File: config.mk
export PLATFORM = sky130hd
export DESIGN_NAME = pos_arb_fl
export DESIGN_NICKNAME = d
export VERILOG_FILES = /design/src/rtl/pos_arb_fl.sv
export SDC_FILE = /design/constraint.sdc
export NUM_CORES = 1
export LEC_CHECK = 0
export CORE_MARGIN = 4
export CORE_UTILIZATION = 37
export DETAILED_ROUTE_END_ITERATION = 16
export GPL_ROUTABILITY_DRIVEN = 0
export PLACE_DENSITY = 0.84
export SETUP_SLACK_MARGIN = 0.3
export SYNTH_ARGS = -nofsm -noshare
export SYNTH_HDL_FRONTEND = slang
export SYNTH_SLANG_ARGS = --single-unit
File: constraint.sdc
create_clock -name clk -period 2.8 [get_ports clk]
set_input_delay 0.28 -clock clk [delete_from_list [all_inputs] [get_ports clk]]
set_output_delay 0.28 -clock clk [all_outputs]
set_load 0.1 [all_outputs]
File: src/rtl/pos_arb_fl.sv
// rtl/pos_arb_fl.sv - round-robin shared fp sign/clamp unit (optional POS_ARB_FL_CNT_EN counters)
module pos_arb_fl #(
  parameter int NBMANT = 22,
  parameter int NBEXPO = 6,
  parameter int NREQ   = 4,
  parameter int PSTS   = 1,
  parameter int ABSS   = 1,
  parameter int NEGS   = 1,
  localparam int W     = NBMANT + NBEXPO + 1,
  localparam int IDW   = $clog2(NREQ)
) (
  input  logic                clk,
  input  logic                rst,
  input  logic [NREQ-1:0]     req_valid,
  input  logic [2*NREQ-1:0]   req_op,
  input  logic [W*NREQ-1:0]   req_data,
  output logic [NREQ-1:0]     req_ready,
  output logic                res_valid,
  input  logic                res_ready,
  output logic [IDW-1:0]      res_id,
  output logic [W-1:0]        res_data,
  output logic                res_err
`ifdef POS_ARB_FL_CNT_EN
  ,
  output logic [31:0]         op_cnt,
  output logic [31:0]         stall_cnt
`endif
);

  typedef enum logic {EMPTY, FULL} state_t;

  state_t         state;
  logic [IDW-1:0] rr_ptr;
  logic [IDW-1:0] cand;
  logic [IDW-1:0] gnt_idx;
  logic           found;
  logic           can_accept;
  logic           accept;
  logic [1:0]     sel_op;
  logic [W-1:0]   sel_data;
  logic [W-1:0]   op_data;
  logic           op_err;

  assign res_valid  = (state == FULL);
  assign can_accept = (state == EMPTY) || res_ready;

  // Search for the first valid requester starting at rr_ptr, wrapping at NREQ.
  always_comb begin
    found   = 1'b0;
    gnt_idx = '0;
    cand    = '0;
    for (int k = 0; k < NREQ; k++) begin
      cand = IDW'((int'(rr_ptr) + k) % NREQ);
      if (!found && req_valid[cand]) begin
        found   = 1'b1;
        gnt_idx = cand;
      end
    end
  end

  // One-hot grant, suppressed under reset, when the output is blocked or nothing pends.
  always_comb begin
    req_ready = '0;
    if (rst && can_accept && found)
      req_ready = NREQ'(1) << gnt_idx;
  end

  assign accept = |(req_valid & req_ready);

  // Route the granted requester's op and operand to the shared datapath.
  always_comb begin
    sel_op   = 2'b00;
    sel_data = '0;
    for (int i = 0; i < NREQ; i++) begin
      if (gnt_idx == IDW'(i)) begin
        sel_op   = req_op[2*i +: 2];
        sel_data = req_data[W*i +: W];
      end
    end
  end

  // Sign/clamp operations; an op built without support passes the operand and flags it.
  always_comb begin
    op_data = sel_data;
    op_err  = 1'b0;
    case (sel_op)
      2'b01: begin
        if (NEGS != 0) op_data = {~sel_data[W-1], sel_data[W-2:0]};
        else           op_err  = 1'b1;
      end
      2'b10: begin
        if (ABSS != 0) op_data = {1'b0, sel_data[W-2:0]};
        else           op_err  = 1'b1;
      end
      2'b11: begin
        if (PSTS != 0) begin
          if (sel_data[W-1]) op_data = {2'b01, {(W-2){1'b0}}};
        end else begin
          op_err = 1'b1;
        end
      end
      default: op_data = sel_data;
    endcase
  end

  // Output register FSM plus round-robin pointer advance on each accept.
  always_ff @(posedge clk or negedge rst) begin
    if (!rst) begin
      state    <= EMPTY;
      res_id   <= '0;
      res_data <= '0;
      res_err  <= 1'b0;
      rr_ptr   <= '0;
    end else begin
      case (state)
        EMPTY: begin
          if (accept) state <= FULL;
        end
        FULL: begin
          if (!accept && res_ready) state <= EMPTY;
        end
        default: state <= EMPTY;
      endcase
      if (accept) begin
        res_id   <= gnt_idx;
        res_data <= op_data;
        res_err  <= op_err;
        rr_ptr   <= (gnt_idx == IDW'(NREQ - 1)) ? '0 : gnt_idx + 1'b1;
      end
    end
  end

`ifdef POS_ARB_FL_CNT_EN
  // Saturating counts of accepted requests and of stalled output cycles.
  always_ff @(posedge clk or negedge rst) begin
    if (!rst) begin
      op_cnt    <= '0;
      stall_cnt <= '0;
    end else begin
      if (accept && op_cnt != 32'hFFFF_FFFF) op_cnt <= op_cnt + 32'd1;
      if (res_valid && !res_ready && stall_cnt != 32'hFFFF_FFFF)
        stall_cnt <= stall_cnt + 32'd1;
    end
  end
`endif

endmodule

== Word-level counts from Yosys, hierarchy flattened ==
Cells that the tools add are included.
Storage, ports and cells
  bits in registers: 34
  bits of input ports: 131
  output and inout port bits: 37
  logic and storage cells: 66
Cells by class
  add/sub/neg operators: 4
  order comparisons: 4
  equality and inequality tests: 6
  shift operators: 1
  muxes and demuxes: 31
  bitwise gates (word level): 3
  reduce and logical (&&, ||, !) cells: 13
Operators by type and width (count)
  two-way mux 29 bit: 4
  case mux 29 bit (3 select lines): 1
  two-way mux 28 bit: 1
  two-way mux 2 bit: 9
  < comparator 2 x 3 -> 1 bit (second input constant): 4
  two-way mux 1 bit: 10
  binary-select mux 1 bit (select 2 bit): 4
  == test 2 bit (second input constant): 4
  logical AND 1 bit: 6
  adder 2 x 1 -> 2 bit (second input constant): 2
  adder 2 bit (second input constant): 2
  AND 4 bit: 1
  == test 2 x 1 -> 1 bit (second input constant): 2
  logical NOT 1 bit: 4
  two-way mux 4 bit: 1
  OR reduction 4 bit: 1
  left shift 1 x 2 -> 4 bit (first input constant): 1
  logical NOT 2 bit: 1
  NOT 1 bit: 2
  case mux 1 bit (2 select lines): 1
  logical OR 1 bit: 1

== Depth between registers and ports, before layout ==
  depth in word-level cells: 20
  mapped depth: 13
  gate-level depth less buffers: 9

== Worst setup path after synthesis ==
OpenSTA, ideal clock, no wires.
  kind: register to output
  start: register rr_ptr[1]
  end: output req_ready[3]
  arrival: 2.619 ns
  data required time: 2.520 ns
  path slack: -0.099 ns
  stages on the path, launching flop included: 10
  buffers on the path: 3
  cell sequence: dfrtp_1 > nand2b_1 > a21oi_1 > a211o_1 > inv_1 > ha_1 > buf_6 > clkbuf_1 > clkbuf_1 > and2_1
On the way
  cells in the longest elaborated chain, start to end: 14
  elaborated cells on any way between the ends: 28
  classes of those cells: add/sub (3); shift (1); mux (17); reduce/logical (7)
Ends and longest elaborated chain
  start: declaration: RTL line 33  | logic [IDW-1:0] rr_ptr;
  start signal: assignment: RTL line 128  | rr_ptr <= (gnt_idx == IDW'(NREQ - 1)) ? '0 : gnt_idx + 1'b1;
  parallel branches: the longest is 11 deep, another holds adder 2 x 1 -> 2 bit
  two-way mux 2 bit (*): RTL line 54  | if (!found && req_valid[cand]) begin
  via gnt_idx[0]: RTL line 35  | logic [IDW-1:0] gnt_idx;
  left shift 1 x 2 -> 4 bit (*): RTL line 65  | req_ready = NREQ'(1) << gnt_idx;
  two-way mux 4 bit (*): RTL line 64  | if (rst && can_accept && found)
  end: declaration: RTL line 17  | output logic [NREQ-1:0] req_ready,
Mark *: on every way through the listed nets, which the timed path passes. The select of a mux whose other input is x is not followed.

== Worst setup path after layout ==
  start: input req_valid[0]
  end: register res_data[8]
On the way
  cells in the longest elaborated chain, start to end: 19
  elaborated cells on any way between the ends: 44
  classes of those cells: eq/ne (6); shift (1); mux (27); bitwise (1); reduce/logical (9)
Ends and longest elaborated chain
  start: declaration: RTL line 14  | input logic [NREQ-1:0] req_valid,
  binary-select mux 1 bit (select 2 bit): RTL line 54
  two-way mux 1 bit (implied by the code): RTL line 54
  two-way mux 1 bit: RTL line 54
  logical NOT 1 bit: RTL line 54
  logical AND 1 bit: RTL line 54
  two-way mux 1 bit: RTL line 54
  logical NOT 1 bit: RTL line 54
  logical AND 1 bit: RTL line 54
  two-way mux 1 bit: RTL line 54
  logical NOT 1 bit: RTL line 54
  logical AND 1 bit: RTL line 54
  two-way mux 2 bit (*): RTL line 54
  via gnt_idx[1]: RTL line 35
  logical NOT 2 bit: RTL line 75  | if (gnt_idx == IDW'(i)) begin
  two-way mux 2 bit / two-way mux 29 bit (equally long branches) (4 in series): RTL line 75
  == test 2 bit (tied with other cells): RTL line 86  | case (sel_op)
  case mux 29 bit (3 select lines): RTL line 86
  end signal: assignment: RTL line 126  | res_data <= op_data;
  end: declaration: RTL line 21  | output logic [W-1:0] res_data,
The timed path passes the listed nets; every way through them passes the cells marked *. The select of a mux whose other input is x is not followed.
A chain may end at the register's enable or synchronous reset.

==> run_summary.xml <==
<?xml version="1.0" encoding="UTF-8"?>
<metrics>
  <group name="power">
    <metric name="total_switching_power" unit="mW">3.25</metric>
    <metric name="power.internal" unit="mW">2.68</metric>
    <metric name="p_sw_frac" unit="">0.548</metric>
    <metric name="cellLeakagePower" unit="nW">2.20</metric>
    <metric name="powerDensity" unit="mW/mm^2">1180</metric>
    <metric name="power.share.clock" unit="">0.077</metric>
    <metric name="seqPwrFrac" unit="">0.141</metric>
    <metric name="report.power.total" unit="mW">5.93</metric>
    <metric name="comb_power_share" unit="">0.782</metric>
    <metric name="worst_ir_drop_vdd" unit="V">0.000619</metric>
  </group>
  <group name="grt">
    <metric name="first_global_vias" unit="">3036</metric>
    <metric name="antenna_found_initial" unit="">0</metric>
    <metric name="grt_start_max_net_pins" unit="">33</metric>
    <metric name="track_usage" unit="">0.215</metric>
    <metric name="grt_first_pass_wirelength" unit="um">14800</metric>
    <metric name="grt_remaining_overflow" unit="">0</metric>
  </group>
  <group name="floorplan">
    <metric name="die_y" unit="um">91.8</metric>
    <metric name="rows" unit="">30</metric>
    <metric name="die-width" unit="um">91.8</metric>
    <metric name="fp.dieArea" unit="sq mm">0.00843</metric>
    <metric name="fp.coreArea" unit="sq mm">0.00679</metric>
    <metric name="floorplan.io_pins" unit="">168</metric>
    <metric name="start_util" unit="">0.383</metric>
  </group>
  <group name="synth">
    <metric name="syn-instance-count" unit="">290</metric>
    <metric name="ys_warn_count" unit="">0</metric>
    <metric name="ys_seq_area_frac" unit="">0.327</metric>
    <metric name="number_of_flops_mapped_to_enable_cells_by_yosys" unit="">0</metric>
    <metric name="mappedNetlistArea" unit="sq mm">0.00260</metric>
    <metric name="ys_dominant_reg_cell" unit="">sky130_fd_sc_hd__dfrtp_1</metric>
    <metric name="postSynthNetCount" unit="">425</metric>
    <metric name="async_flop_share" unit="">1.00</metric>
    <metric name="synth_cell_type_count" unit="">37</metric>
    <metric name="synth_area_per_cell" unit="sq um">8.97</metric>
    <metric name="synth-seq-cells" unit="">34</metric>
  </group>
  <group name="worst_setup_path">
    <metric name="crit_path_max_incr_delay" unit="ps">560</metric>
    <metric name="critical_path.slowest_cell" unit="">sky130_fd_sc_hd__clkdlybuf4s50_1</metric>
    <metric name="reg2reg_setup_slack" unit="ps">210</metric>
    <metric name="worst_ep_arrival" unit="ps">2750</metric>
    <metric name="cell_breakdown_of_the_critical_path" unit="">clkdlybuf4s50_1 &gt; nor2_1 &gt; a211oi_2 &gt; nor2_2 &gt; buf_4 &gt; ha_4 &gt; buf_6 &gt; nor3b_4 &gt; a211oi_2 &gt; and4bb_4 &gt; clkbuf_16 &gt; o31ai_2</metric>
    <metric name="worst_setup_path_end_kind" unit="">flip-flop</metric>
    <metric name="worstSetupPathType" unit="">input port to flip-flop</metric>
    <metric name="crit_path_max_fanout" unit="">6</metric>
    <metric name="crit_buf_inv" unit="">4</metric>
    <metric name="critPathMostFrequentCell" unit="">sky130_fd_sc_hd__a211oi_2</metric>
    <metric name="start_kind" unit="">input port</metric>
    <metric name="cpLargestDelayFamily" unit="">buffers and inverters</metric>
    <metric name="critPathRequiredTime" unit="ps">2970</metric>
  </group>
  <group name="route">
    <metric name="drt_pre_antenna_iters" unit="">4</metric>
    <metric name="drt-wirelength-per-cell" unit="um">19.0</metric>
    <metric name="postRouteAntennaNets" unit="">0</metric>
    <metric name="detail_route.iter0.violations" unit="">111</metric>
    <metric name="post-route-drc-count" unit="">0</metric>
    <metric name="routed_wl" unit="um">10800</metric>
    <metric name="detail_route.vias_per_cell" unit="">5.48</metric>
    <metric name="vias" unit="">3099</metric>
  </group>
  <group name="layout">
    <metric name="num_antenna_cells" unit="">0</metric>
    <metric name="area.growth.synth_to_final" unit="%">93.5</metric>
    <metric name="drive_above_1_share" unit="">0.287</metric>
    <metric name="nNetsFinal" unit="">605</metric>
    <metric name="fillCellCount" unit="">475</metric>
  </group>
  <group name="outcome">
    <metric name="outcome" unit="">completed</metric>
  </group>
  <group name="sta">
    <metric name="final_setup_violating_endpoints" unit="">0</metric>
    <metric name="fmax" unit="MHz">386</metric>
    <metric name="timing.hold.ws" unit="ps">404</metric>
    <metric name="drv_slew" unit="">0</metric>
    <metric name="final.period_utilization" unit="">0.925</metric>
    <metric name="final.min_clock_period" unit="ps">2590</metric>
    <metric name="clock-skew-final" unit="ps">3.18</metric>
    <metric name="timing_hold_violations_final" unit="">0</metric>
    <metric name="setup_repair_after_global_routing_missed_its_margin" unit="">yes</metric>
  </group>
  <group name="clock_tree">
    <metric name="cts_tree" unit="">built</metric>
    <metric name="htree_levels" unit="">2</metric>
    <metric name="clkSlewWorstSetupHoldPaths" unit="ps">70</metric>
    <metric name="clockRootBuffer" unit="">sky130_fd_sc_hd__clkbuf_8</metric>
    <metric name="cts_buffers" unit="">5</metric>
    <metric name="clkLatencyLatePin" unit="ps">280</metric>
    <metric name="clock_sink_count" unit="">34</metric>
    <metric name="ctsLongestPathBuffers" unit="">2</metric>
  </group>
  <group name="hold_path">
    <metric name="hold_path.class" unit="">input port to asynchronous set/reset pin</metric>
  </group>
  <group name="placed_design">
    <metric name="dp_hpwl" unit="um">7260</metric>
    <metric name="count_of_buffers_inserted_at_the_top_level_ports" unit="">166</metric>
  </group>
  <group name="flow_run">
    <metric name="max_cap_viols" unit="">0</metric>
  </group>
</metrics>
-- stage by stage --
| stage | cell area [sq um] | utilization | setup WS [ps] | std cells | TNS, ps |
|---|---|---|---|---|---|
| after detailed placement | 4400 | 0.647 | -117 | 539 | -2170 |
| after floorplan | 2600 | - | 174 | 290 | 0 |
| after global placement | 4400 | 0.647 | 0.577 | 539 | 0 |
| after global routing | 5030 | 0.741 | 88.1 | 566 | 0 |
| after CTS | 4610 | 0.679 | 296 | 550 | 0 |
| final | 5030 | 0.741 | 211 | 566 | 0 |
-- state kept, by name, indices dropped and copies added, names as in the netlist --
name and flops:
res_data 29, rr_ptr 2, res_id 2, res_valid 1
-- synth_stat cells (5+ instances only) --
| library cell | n | area share |
|---|---|---|
| sky130_fd_sc_hd__o31ai_2 | 20 | 0.096 |
| sky130_fd_sc_hd__inv_1 | 29 | 0.042 |
| sky130_fd_sc_hd__o31ai_1 | 9 | 0.026 |
| sky130_fd_sc_hd__nand2b_1 | 5 | 0.012 |
| sky130_fd_sc_hd__a221o_1 | 26 | 0.10 |
| sky130_fd_sc_hd__buf_2 | 9 | 0.017 |
| sky130_fd_sc_hd__nand2_1 | 33 | 0.048 |
| sky130_fd_sc_hd__dfrtp_1 | 34 | 0.33 |
| sky130_fd_sc_hd__a21oi_1 | 29 | 0.056 |
| sky130_fd_sc_hd__clkbuf_1 | 12 | 0.017 |
| sky130_fd_sc_hd__nor2_1 | 5 | 0.0072 |
| sky130_fd_sc_hd__a22oi_1 | 27 | 0.078 |
-- worst register-to-register path, stage by stage (launching register included) --
cell                        delay (ps)
sky130_fd_sc_hd__dfrtp_1           420
sky130_fd_sc_hd__nor3b_2           180
sky130_fd_sc_hd__a211oi_2          250
sky130_fd_sc_hd__nor2_2             90
sky130_fd_sc_hd__buf_4             150
sky130_fd_sc_hd__ha_4              180
sky130_fd_sc_hd__buf_6             130
sky130_fd_sc_hd__nor3b_4           140
sky130_fd_sc_hd__a211oi_2          250
sky130_fd_sc_hd__and4bb_4          400
sky130_fd_sc_hd__clkbuf_16         210
sky130_fd_sc_hd__o31ai_2            70
-- power by group through the flow --
stage | logic [mW] | clock network (mW) | registers (mW)
floorplan | 1.60 | 0 | 2.15
global placement | 3.92 | 0 | 0.818
detailed placement | 3.99 | 0 | 0.831
CTS | 4.10 | 0.468 | 0.826
global route | 4.88 | 0.488 | 0.859
finish | 4.64 | 0.457 | 0.836
-- cell families (layout without fill, tap and decap cells) --
kind of cell             Yosys count  in the layout  share of synthesized area
other                              1              1                    0.00144
flip-flops                        34             34                      0.327
adder cells (fa/ha/maj)            4              4                     0.0193
AND/OR/NAND/NOR                   59             59                      0.112
buffers and inverters             60            240                      0.108
XOR/XNOR                           1              1                    0.00337
multiplexers                       5              5                     0.0207
AO/OA/AOI/OAI                    126            126                      0.408
-- cells in the final DEF, fill, tap and decap left out, types with 8 or more instances in the layout --
cell                              count
sky130_fd_sc_hd__dfrtp_1             33
sky130_fd_sc_hd__o31ai_4              8
sky130_fd_sc_hd__nand2_1             33
sky130_fd_sc_hd__buf_12              11
sky130_fd_sc_hd__o31ai_2             16
sky130_fd_sc_hd__clkdlybuf4s50_1    126
sky130_fd_sc_hd__inv_1               27
sky130_fd_sc_hd__a221o_1             26
sky130_fd_sc_hd__a21oi_1             28
sky130_fd_sc_hd__a22oi_1             27
sky130_fd_sc_hd__buf_4               49
-- layout make-up --
cell class,instances,area (sq um),share of cell area
Clock inverter,1,30.0,0.00597
Inverter,29,109,0.0216
Timing Repair Buffer,204,2140,0.425
Multi-Input combinational cell,196,1700,0.338
Clock buffer,6,82.6,0.0164
Tap cell,96,120,0.0239
Sequential cell,34,852,0.169
-- repair_timing --
item,4_1_cts,5_1_grt
gates cloned,0,5
buffers inserted,3,11
setup endpoints to repair,33,38
pin swaps,3,14
hold endpoints to repair,3,0
resized for setup,15,39
hold buffers,1,0
-- metal layers --
layer  routed length (um)  share of wire  global-route usage
met2                 5590           0.52               0.379
met4                  229          0.021              0.0644
met1                 4010           0.37               0.251
met5                    0              0                   0
met3                  916          0.085              0.0623
-- final timing paths --
path                                    from           end  cells past startpoint
worst max-delay path            req_valid[0]   res_data[8]                     12
worst min-delay path                     rst     res_id[1]                      2
worst max register to register     rr_ptr[0]   res_data[8]                     11
worst min register to register  res_data[19]  res_data[19]                      2
max in group asynchronous                rst  res_data[20]                      3
min in group clk                res_data[19]  res_data[19]                      2
Note: power is estimated with default switching activity, not from simulation.
